--- src/rtl/rf_writeback_collector.sv ---
// rtl/rf_writeback_collector.sv - gathers one residue per cycle into a full vector and issues a single-cycle RF writeback
//
// Purpose: sits between a streaming functional-unit output and one register-file
// dest port. Counts accepted residues into a buffer and, once all NELEM are in,
// raises dest_valid for exactly one cycle with the latched register index.
//
// Ports:
//   clk, reset                - clock, synchronous active-high reset
//   start, start_dest_index   - begin a collection, target register (latched on accept)
//   start_ready               - start accepted when start && start_ready
//   abort                     - drop the collection in progress
//   in_valid, in_data         - residue stream, flat index order
//   in_ready                  - residue accepted when in_valid && in_ready
//   dest_valid                - one-cycle writeback strobe
//   dest_register_index       - latched target register
//   dest_coefficient          - assembled polynomial (the buffer register itself)
//   busy                      - collecting or flushing
//   elem_count                - residues accepted in the current collection
module rf_writeback_collector #(
    parameter int COEFF_W = 16,
    parameter int NCOEFF  = 4,
    parameter int NPRIMES = 2,
    parameter int NREG    = 16,
    localparam int NELEM  = NCOEFF * NPRIMES,
    localparam int CNT_W  = $clog2(NELEM + 1),
    localparam int IDX_W  = $clog2(NREG)
) (
    input  logic                             clk,
    input  logic                             reset,
    input  logic                             start,
    input  logic [IDX_W-1:0]                 start_dest_index,
    output logic                             start_ready,
    input  logic                             abort,
    input  logic                             in_valid,
    input  logic [COEFF_W-1:0]               in_data,
    output logic                             in_ready,
    output logic                             dest_valid,
    output logic [IDX_W-1:0]                 dest_register_index,
    output logic [NELEM-1:0][COEFF_W-1:0]    dest_coefficient,
    output logic                             busy,
    output logic [CNT_W-1:0]                 elem_count
);

    typedef enum logic [1:0] {
        S_IDLE,
        S_COLLECT,
        S_FLUSH
    } state_t;

    state_t                          state_q, state_d;
    logic [CNT_W-1:0]                count_q, count_d;
    logic [IDX_W-1:0]                idx_q, idx_d;
    logic [NELEM-1:0][COEFF_W-1:0]   buf_q;
    logic                            buf_we;

    // All handshake outputs depend on state only, so there is no
    // combinational path from start/in_valid back to the ready signals.
    assign start_ready         = (state_q == S_IDLE) || (state_q == S_FLUSH);
    assign in_ready            = (state_q == S_COLLECT);
    assign dest_valid          = (state_q == S_FLUSH);
    assign busy                = (state_q == S_COLLECT) || (state_q == S_FLUSH);
    assign elem_count          = count_q;
    assign dest_register_index = idx_q;
    assign dest_coefficient    = buf_q;

    always_comb begin
        state_d = state_q;
        count_d = count_q;
        idx_d   = idx_q;
        buf_we  = 1'b0;
        case (state_q)
            S_IDLE: begin
                if (start) begin
                    state_d = S_COLLECT;
                    idx_d   = start_dest_index;
                    count_d = '0;
                end
            end
            S_COLLECT: begin
                // Abort takes priority even over the final element, so a
                // coincident abort never produces a writeback.
                if (abort) begin
                    state_d = S_IDLE;
                    count_d = '0;
                end else if (in_valid) begin
                    buf_we  = 1'b1;
                    count_d = count_q + CNT_W'(1);
                    if (count_q == CNT_W'(NELEM - 1)) begin
                        state_d = S_FLUSH;
                    end
                end
            end
            S_FLUSH: begin
                // Accepting start here gives back-to-back collections.
                if (start) begin
                    state_d = S_COLLECT;
                    idx_d   = start_dest_index;
                    count_d = '0;
                end else begin
                    state_d = S_IDLE;
                end
            end
            default: begin
                state_d = S_IDLE;
                count_d = '0;
            end
        endcase
    end

    always_ff @(posedge clk) begin
        if (reset) begin
            state_q <= S_IDLE;
            count_q <= '0;
            idx_q   <= '0;
            buf_q   <= '0;
        end else begin
            state_q <= state_d;
            count_q <= count_d;
            idx_q   <= idx_d;
            // Compare-per-slot write avoids indexing the buffer with a
            // counter wider than the slot address.
            for (int i = 0; i < NELEM; i++) begin
                if (buf_we && (count_q == CNT_W'(i))) begin
                    buf_q[i] <= in_data;
                end
            end
        end
    end

endmodule

--- config.mk ---
export PLATFORM = sky130hd
export DESIGN_NAME = rf_writeback_collector
export DESIGN_NICKNAME = d
export VERILOG_FILES = /design/src/rtl/rf_writeback_collector.sv
export SDC_FILE = /design/constraint.sdc
export NUM_CORES = 1
export LEC_CHECK = 0
export ABC_AREA = 1
export ABC_CLOCK_PERIOD_IN_PS = 2110
export BUFFER_PORTS_ARGS = -buffer_cell sky130_fd_sc_hd__buf_2
export CAP_MARGIN = 20
export CORE_ASPECT_RATIO = 1.1
export CORE_MARGIN = 1.5
export CORE_UTILIZATION = 51
export CTS_CLUSTER_SIZE = 20
export DETAILED_ROUTE_END_ITERATION = 6
export PLACE_DENSITY_LB_ADDON = 0.05
export SETUP_SLACK_MARGIN = 0.15
export SLEW_MARGIN = 15
export SYNTH_ARGS = -nofsm -noshare
export SYNTH_HDL_FRONTEND = slang
export SYNTH_SLANG_ARGS = --single-unit
--- constraint.sdc ---
create_clock -name clk -period 2.11 [get_ports clk]
set_input_delay 0.211 -clock clk [delete_from_list [all_inputs] [get_ports clk]]
set_output_delay 0.211 -clock clk [all_outputs]
set_load 0.01 [all_outputs]
* Word level (Yosys, flattened, before mapping)
Index checks and enable logic that the tools add are counted.
Operators by class: add/subtract/negate cells 1, equality and inequality tests 13, multiplexer cells 13, reduce and logical (&&, ||, !) cells 16
Operators by type and width (number):
- $eq 4x3->1 const B | 4
- $mux 4 | 3
- $eq 4x2->1 const B | 2
- $logic_and 1x1->1 | 8
- $mux 2 | 4
- $pmux 4 s2 | 1
- $pmux 2 s3 | 1
- $add 4x1->4 const B | 1
- $eq 4x1->1 const B | 1
- $logic_not 4->1 | 1
- $mux 1 | 4
- $reduce_and 2->1 | 2
- $ne 3x2->1 const B | 1
- $ne 3x3->1 const B | 1
- $reduce_and 3->1 | 1
- $eq 2x1->1 const B | 1
- $eq 2x2->1 const B | 1
- $logic_not 2->1 | 1
- $logic_or 1x1->1 | 2
- $ne 2x1->1 const B | 1
- $ne 2x2->1 const B | 1
- $reduce_or 2->1 | 1
Storage, ports and cells: register bits 138, bits of input ports 25, output and inout bits 140, logic and storage cells 54

* Logic depth before layout (Yosys ltp)
Gate-level depths: netlist (run 1).
depth after elaboration 5, depth in mapped cells 10, gate-level depth less buffers 9

* Worst setup path after synthesis (run 1)
Ideal clock, no wire load.
kind flip-flop to flip-flop, start point register state_q[1], end point register buf_q (netlist bit dest_coefficient[0]), setup time 0.118 ns, arrival 1.440 ns, data required time 1.992 ns, path slack 0.552 ns, stages on the path, launching flop included 10, path buffers 2, clock period less this slack 1.558 ns, path through dfxtp_1 inv_1 ha_1 inv_2 nor2_8 nand2_8 buf_6 buf_6 nor3_1 nor2_1
Between the ends: cells in the longest elaborated chain, start to end 3
RTL lines:
- start, declared | line 50 | state_t state_q, state_d;
- start signal, assigned | line 117 | state_q <= state_d;
- $eq 2x1->1
- via in_ready | line 36 | output logic in_ready,
- $mux 1 | line 71 | case (state_q)
- $logic_and 1x1->1 | line 123 | if (buf_we && (count_q == CNT_W'(i))) begin
- end signal, assigned by index | line 124 | buf_q[i] <= in_data;
- end, declared | line 53 | logic [NELEM-1:0][COEFF_W-1:0] buf_q;
The timed path passes the listed nets, and every way through them passes these cells. A chain may end at the register's enable or synchronous reset.

* Worst setup path in the final report (run 1)
start point register state_q[1], end point register buf_q (netlist bit dest_coefficient[64])
Between the ends: cells in the longest elaborated chain, start to end 3
RTL lines (line):
- $eq 2x1->1 | 71
- $mux 1 | 71
- $logic_and 1x1->1 | 123
No other way between the ends.

==> qor.csv, run 1 <==
metric;value;unit
status;complete, no violations;
die area;11400;µm²
final worst path period share;0.848;
Die Y;112;µm
clock buffer depth;2;
Worst path slowest cell;dfxtp_1;
routed via count;5169;
Crit Reg-Reg Endpoint;dest_coefficient[64]$_SDFFE_PP0P_;
max_cap viols;0;
post-synthesis instance total;725;
Slew @ Worst Pin;0.395;ns
launching point of the worst reg2reg path;state_q[1]$_SDFFE_PP0P_;
Global Route Usage Sum;0.262;
total I/O pin count;165;
total CTS buffers;17;
Area after DPL;6300;µm²
largest net degree at the start of global routing;48;
wire per inst;14.2;µm
Die Wd;102;µm
fmax;0.559;GHz
area of the multi-input gates;2310;µm²
final setup TNS;0;ns
clk sink count;138;
CP Capture Type;flop;
Initial Utilization;0.527;
Worst Reg-to-Reg Cells;10;
CP arrival;2.10;ns
Synth Cell Area;5500;µm²
clk slew on worst S/H paths;0.06;ns
first-pass GRT wire length;23200;µm
Post-Layout Cell Count;1035;
Final min period;1.79;ns
Pre-Repair DR Iteration Count;5;
number of hold buffers added after cts;0;
Pwr Density;933;nW/µm²
number of global-route vias before repair;4607;
leakage power;3.38;nW
register area;2760;µm²
Hold Path Stages;2;
Slew HR;0.737;
number of fill cells in the layout;969;
final slew viol count;0;
RSZ-0062 raised after global routing;no;
FF+latch count, synth;138;
detailed-route DRC error count;0;
Final setup viols;0;
CP Max Fanout;45;
worst hold slack;0.0159;ns
Post-Synthesis Net Count;758;
startpoint types;flop;
Max H-tree Level;4;
area grow syn2layout;26.5;%
crit-path cells;inv_1 -> ha_1 -> inv_2 -> nor2_8 -> nand2_8 -> nor2_4 -> buf_8 -> nand2_1 -> nand2_1 -> nor2_1;
syn avg cell area;7.58;µm²
internal reg-to-reg setup slack;0.32;ns
antenna diode count;0;
CP required;2.42;ns
Final #Nets;912;
row cnt;39;
final hold violations;0;
initial antenna violation count;0;
Final Total Pwr;6.49;mW
clk_skew;0.00806;ns
count of unique library cells instantiated by Yosys;25;
Worst path most repeated cell;nand2_1;
port bufs;164;
Via density;4.99;
GP Congestion;0.783;
WS Path Type;reg -> reg;
Worst Hold End;elem_count[1]$_SDFFE_PP0P_;
Skew-Pair Late Insertion Delay;0.42;ns
max incr delay on CP;0.32;ns
CTS tree;done;
HP Class;in -> reg;
Clock Tree Root;clkbuf_16;
worst hold start;reset;
gr ovfl total;0;
1st-iter DRT viols;164;
Antenna Nets Post-Route;0;
dpl cells;1000;
Final Cell Area;6960;µm²
worst-case vdd ir drop;0.631;mV
share of cells above drive strength 1;0.254;
total routed wirelength;14700;µm
Ys Warns;0;
post-synthesis sequential area ratio;0.502;
Core Footprint;10400;µm²
HPWL after detailed placement;10100;µm
-- worst max-delay path by stage --
stage | from | endpoint | slack (ns) | cells after the start
final | state_q[1]$_SDFFE_PP0P_ | dest_coefficient[64]$_SDFFE_PP0P_ | 0.32 | 10
after global routing | state_q[1]$_SDFFE_PP0P_ | dest_coefficient[69]$_SDFFE_PP0P_ | 0.16 | 10
after CTS | state_q[1]$_SDFFE_PP0P_ | dest_coefficient[64]$_SDFFE_PP0P_ | 0.24 | 10
after detailed placement | state_q[1]$_SDFFE_PP0P_ | dest_coefficient[64]$_SDFFE_PP0P_ | 0.24 | 10
after global placement | state_q[1]$_SDFFE_PP0P_ | dest_coefficient[76]$_SDFFE_PP0P_ | 0.34 | 10
after floorplan | state_q[1]$_SDFFE_PP0P_ | dest_coefficient[0]$_SDFFE_PP0P_ | 0.55 | 9
-- Yosys cell counts, drive strengths merged --
master  instances  area, µm²
o21ai          86        430
nor3           64        320
nand4           2       12.5
nand3           6       30.0
dfxtp         138       2760
ha              8        100
buf            30        246
clkbuf         10       38.8
clkinv          1       3.75
nand2         122        492
a21oi           6       30.0
nor2          217        898
inv            35        134
-- routing by layer --
layer / vias to the layer above / track usage / wire length [µm] / part of all wire
met5: - / 0 / 0 / 0
met4: 0 / 0.0986 / 341 / 0.023
met3: 27 / 0.0734 / 1090 / 0.075
met2: 170 / 0.411 / 7000 / 0.48
met1: 2352 / 0.341 / 6230 / 0.42
li1: 2620 / - / - / -
-- layout make-up --
class | instances | share of cell area
Clock inverter | 14 | 0.0248
Timing Repair Buffer | 175 | 0.138
Inverter | 36 | 0.0200
Multi-Input combinational cell | 511 | 0.333
Sequential cell | 138 | 0.397
Clock buffer | 18 | 0.0617
Tap cell | 143 | 0.0257
-- state kept, by name (all words and copies together), names as in the netlist --
name and flops:
dest_coefficient 128, elem_count 4, dest_register_index 4, state_q 2
-- where the power goes --
| group | internal (mW) | total (mW) | switching (mW) |
|---|---|---|---|
| Clock | 1.86 | 3.01 | 1.15 |
| Combinational | 0.231 | 0.733 | 0.502 |
| Sequential | 2.69 | 2.74 | 0.0507 |
-- cell usage in the layout, fill, tap and decap left out --
master,count
buf_8,1
inv_2,3
clkinv_2,4
inv_4,1
nand2_4,1
buf_2,164
dfxtp_1,138
inv_6,2
a21oi_1,6
nor2_1,207
nand4_1,2
inv_1,31
buf_12,4
nor3_1,64
clkbuf_1,1
bufinv_16,3
o21ai_1,40
o21ai_0,46
buf_4,6
nand3_1,6
nand2_8,1
nand2_2,4
nor2_4,9
clkinvlp_4,2
clkbuf_16,17
clkinv_4,4
nand2_1,116
ha_1,8
nor2_8,1
-- kinds of logic (layout without fill, tap and decap cells) --
kind of cell / after synthesis / in the layout / share of synthesized area
buffers and inverters: 76 / 243 / 0.0769
AND/OR/NAND/NOR: 411 / 411 / 0.319
flip-flops: 138 / 138 / 0.502
adder cells (fa/ha/maj): 8 / 8 / 0.0182
AO/OA/AOI/OAI: 92 / 92 / 0.0837
-- metrics by stage --
stage	setup WS, ns	utilization
floorplan	0.552	-
global placement	0.340	0.603
detailed placement	0.244	0.603
CTS	0.242	0.661
global route	0.156	0.666
finish	0.320	0.666
-- worst max-delay path, delay by kind of cell (launching register included) --
kind / cells / cell delay, ns
flip-flops: 1 / 0.32
buffers and inverters: 3 / 0.39
adder cells (fa/ha/maj): 1 / 0.24
AND/OR/NAND/NOR: 6 / 0.71
-- timing repair --
| action | in CTS | in global routing |
|---|---|---|
| endpoints found under the hold margin | 0 | 0 |
| gates resized for setup | 0 | 2 |
| endpoints found under the setup margin | 0 | 19 |
| setup buffers | 0 | 3 |
No activity file was read; power rests on OpenSTA's default activity.
==> run 2: changes to the inputs <==
--- a/config.mk
+++ b/config.mk
@@ -5,13 +5,13 @@
 export SDC_FILE = /design/constraint.sdc
 export NUM_CORES = 1
 export LEC_CHECK = 0
-export ABC_AREA = 1
-export ABC_CLOCK_PERIOD_IN_PS = 2110
+export ABC_AREA = 0
+export ABC_CLOCK_PERIOD_IN_PS = 1500
 export BUFFER_PORTS_ARGS = -buffer_cell sky130_fd_sc_hd__buf_2
 export CAP_MARGIN = 20
 export CORE_ASPECT_RATIO = 1.1
 export CORE_MARGIN = 1.5
-export CORE_UTILIZATION = 51
+export CORE_UTILIZATION = 45
 export CTS_CLUSTER_SIZE = 20
 export DETAILED_ROUTE_END_ITERATION = 6
 export PLACE_DENSITY_LB_ADDON = 0.05
==> constraint.sdc (replaced) <==
create_clock -name clk -period 1.5 [get_ports clk]
set_input_delay 0.15 -clock clk [delete_from_list [all_inputs] [get_ports clk]]
set_output_delay 0.15 -clock clk [all_outputs]
set_load 0.01 [all_outputs]
==> run 2 against run 1 <==
Synthesized cell count down 10%; largest power group unchanged; fmax up 5.5%; the flow now finishes with violations (negative setup slack); clock skew up 0.00081 ns; first-iteration DRC count up 89%; sequential power up 35%; non-clock buffer count up 64; core utilization up 7.5 points; largest cell class is now multi-input combinational cells; design area up 17%.
==> qor.csv, run 2 <==
metric;value;unit;change
Final Core Density;0.741;;+0.0749
Die Wd;105;µm;+2.8%
most common cell after layout, fill and taps aside;buf_2;;
area leader, netlist;dfxtp_1;;
Slew HR;0.655;;-0.0820
Largest register FFs;128;;unchanged
final hold violations;0;;unchanged
Final Total Pwr;7.96;mW;+23%
Skew-Pair Late Insertion Delay;0.41;ns;about the same
dpl cells;942;;-5.8%
CP arrival;2.04;ns;-0.06 ns
initial antenna violation count;0;;unchanged
RSZ-0062 raised after global routing;yes;;
Initial Utilization;0.466;;-0.0603
CTS tree;done;;
gr ovfl total;0;;unchanged
routed via count;5347;;+3.4%
fmax;0.589;GHz;+5.5%
failing checks;negative setup slack;;
max_cap viols;0;;unchanged
CP required;1.84;ns;-0.58 ns
Post-Layout Cell Count;1015;;-1.9%
HPWL after detailed placement;10500;µm;+4.0%
syn avg cell area;7.89;µm²;+4.0%
worst-case vdd ir drop;0.605;mV;-4.2%
total CTS buffers;17;;unchanged
WS Path Type;reg -> reg;;
clk slew on worst S/H paths;0.06;ns;about the same
clock buffer depth;2;;unchanged
Global Route Usage Sum;0.291;;+0.0288
most frequent cells in the layout;buf_2 (160), nand2_1 (144), dfxtp_1 (132);;
CP Max Fanout;8;;-82%
detailed-route DRC error count;0;;unchanged
area grow syn2layout;59.0;%;
antenna diode count;0;;unchanged
Pwr Density;975;nW/µm²;+4.6%
largest net degree at the start of global routing;35;;-27%
Slew @ Worst Pin;0.518;ns;+0.123 ns
post-synthesis sequential area ratio;0.538;;+0.0358
1st-iter DRT viols;310;;+89%
Max H-tree Level;4;;unchanged
final slew viol count;0;;unchanged
first-pass GRT wire length;26800;µm;+16%
Clock Tree Root;clkbuf_16;;
post-place setup slack;-0.0962;ns;-0.340 ns
share of the synthesized area in the top cell type;0.538;;+0.0358
FF+latch count, synth;138;;unchanged
Final setup viols;133;;+133
startpoint types;flop;;
leakage power;3.32;nW;-2.0%
Antenna Nets Post-Route;0;;unchanged
row cnt;40;;+2.6%
Die Y;115;µm;+2.8%
count of unique library cells instantiated by Yosys;27;;+8.0%
number of global-route vias before repair;4959;;+7.6%
CP Capture Type;flop;;
Via density;5.27;;+5.5%
final worst path period share;1.13;;+0.283
number of synthesized flops with an enable pin;0;;unchanged
wire per inst;17.9;µm;+26%
Core Footprint;11000;µm²;+5.4%
most frequent cell after synthesis;nand2_1;;
top post-synthesis cells by count;nand2_1 (261), dfxtp_1 (138), a21oi_1 (131), buf_2 (23), clkbuf_1 (22);;
Synth Cell Area;5130;µm²;-6.6%
Pre-Repair DR Iteration Count;5;;unchanged
Post-Synthesis Net Count;684;;-9.8%
asr flop ratio synth;0;;unchanged
total I/O pin count;165;;unchanged
die area;12100;µm²;+5.6%
Setup WS post-layout;-0.197;ns;-0.517 ns
Area contributors post-synth;dfxtp_1 (54%), nand2_1 (19%), a21oi_1 (13%);;
total routed wirelength;18200;µm;+24%
status;finished, violations left;;
Final min period;1.70;ns;-0.0934 ns
post-synthesis instance total;651;;-10%
share of cells above drive strength 1;0.554;;+0.300
Final #Nets;889;;-2.5%
clk sink count;138;;unchanged
GP Congestion;0.829;;+5.9%
HP Class;in -> reg;;
Ys Warns;0;;unchanged
ys flop type;dfxtp_1;;
clk_skew;0.00887;ns;+0.000807 ns
port bufs;164;;unchanged
## run 2: layer usage
layer | global-route usage | wire [µm]
met4 | 0.105 | 475
met1 | 0.371 | 7370
met2 | 0.487 | 9070
met3 | 0.0635 | 1270
met5 | 0 | 0
## run 2: what timing repair did
item | CTS | global route
pin swaps | 165 | 35
buffers inserted | 19 | 6
endpoints found under the hold margin | 4 | 0
gates resized for setup | 211 | 92
hold buffers | 4 | 0
gates cloned | 12 | 1
endpoints found under the setup margin | 142 | 143
## run 2: worst max-delay path, stage by stage (launching register included)
cell	delay [ns]
dfxtp_4	0.38
inv_4	0.08
ha_4	0.13
nand4b_1	0.22
buf_6	0.22
nor3_4	0.19
buf_6	0.19
nand2_1	0.07
a21oi_1	0.14
## run 2: worst paths after layout
path | startpoint | endpoint | slack (ns) | cells after the start
setup / recovery | elem_count[1]$_SDFFE_PP0P_ | dest_coefficient[19]$_SDFFE_PP0P_ | -0.20 | 8
hold / removal | in_data[15] | dest_coefficient[31]$_SDFFE_PP0P_ | 0.10 | 3
setup reg to reg | elem_count[1]$_SDFFE_PP0P_ | dest_coefficient[19]$_SDFFE_PP0P_ | -0.20 | 8
hold reg to reg | dest_coefficient[72]$_SDFFE_PP0P_ | dest_coefficient[72]$_SDFFE_PP0P_ | 0.45 | 2
## run 2: layout make-up
cell class	count	area [µm²]
clock buffers	22	454
clock inverters	9	75.1
repair buffers	239	1700
well taps	147	184
fillers	820	2850
multi-input cells	456	2950
flip-flops and latches	138	2780
inverters	4	20.0
## run 2: kinds of logic after synthesis
family          synth area share
simple gates               0.238
compound gates             0.138
flops                      0.538
buf+inv                   0.0570
fa+ha+maj                 0.0195
mux                      0.00975
## run 2: power by group
group / leakage [nW] / switching, mW / internal, mW / total, mW
Clock: 0.259 / 1.49 / 2.29 / 3.78
Sequential: 1.12 / 0.0162 / 3.68 / 3.70
Combinational: 1.94 / 0.302 / 0.181 / 0.482
Total: 3.32 / 1.81 / 6.15 / 7.96
## run 2: through the flow
stage               instance area (µm²)  setup TNS, ns  hold slack, ns
finish                             8160         -11.79           0.101
global route                       8160         -19.48          0.0945
CTS                                7780          -2.05          0.0866
detailed placement                 6250          -3.00           0.389
global placement                   6250         -0.555           0.379
floorplan                          5280          -1.81           0.294
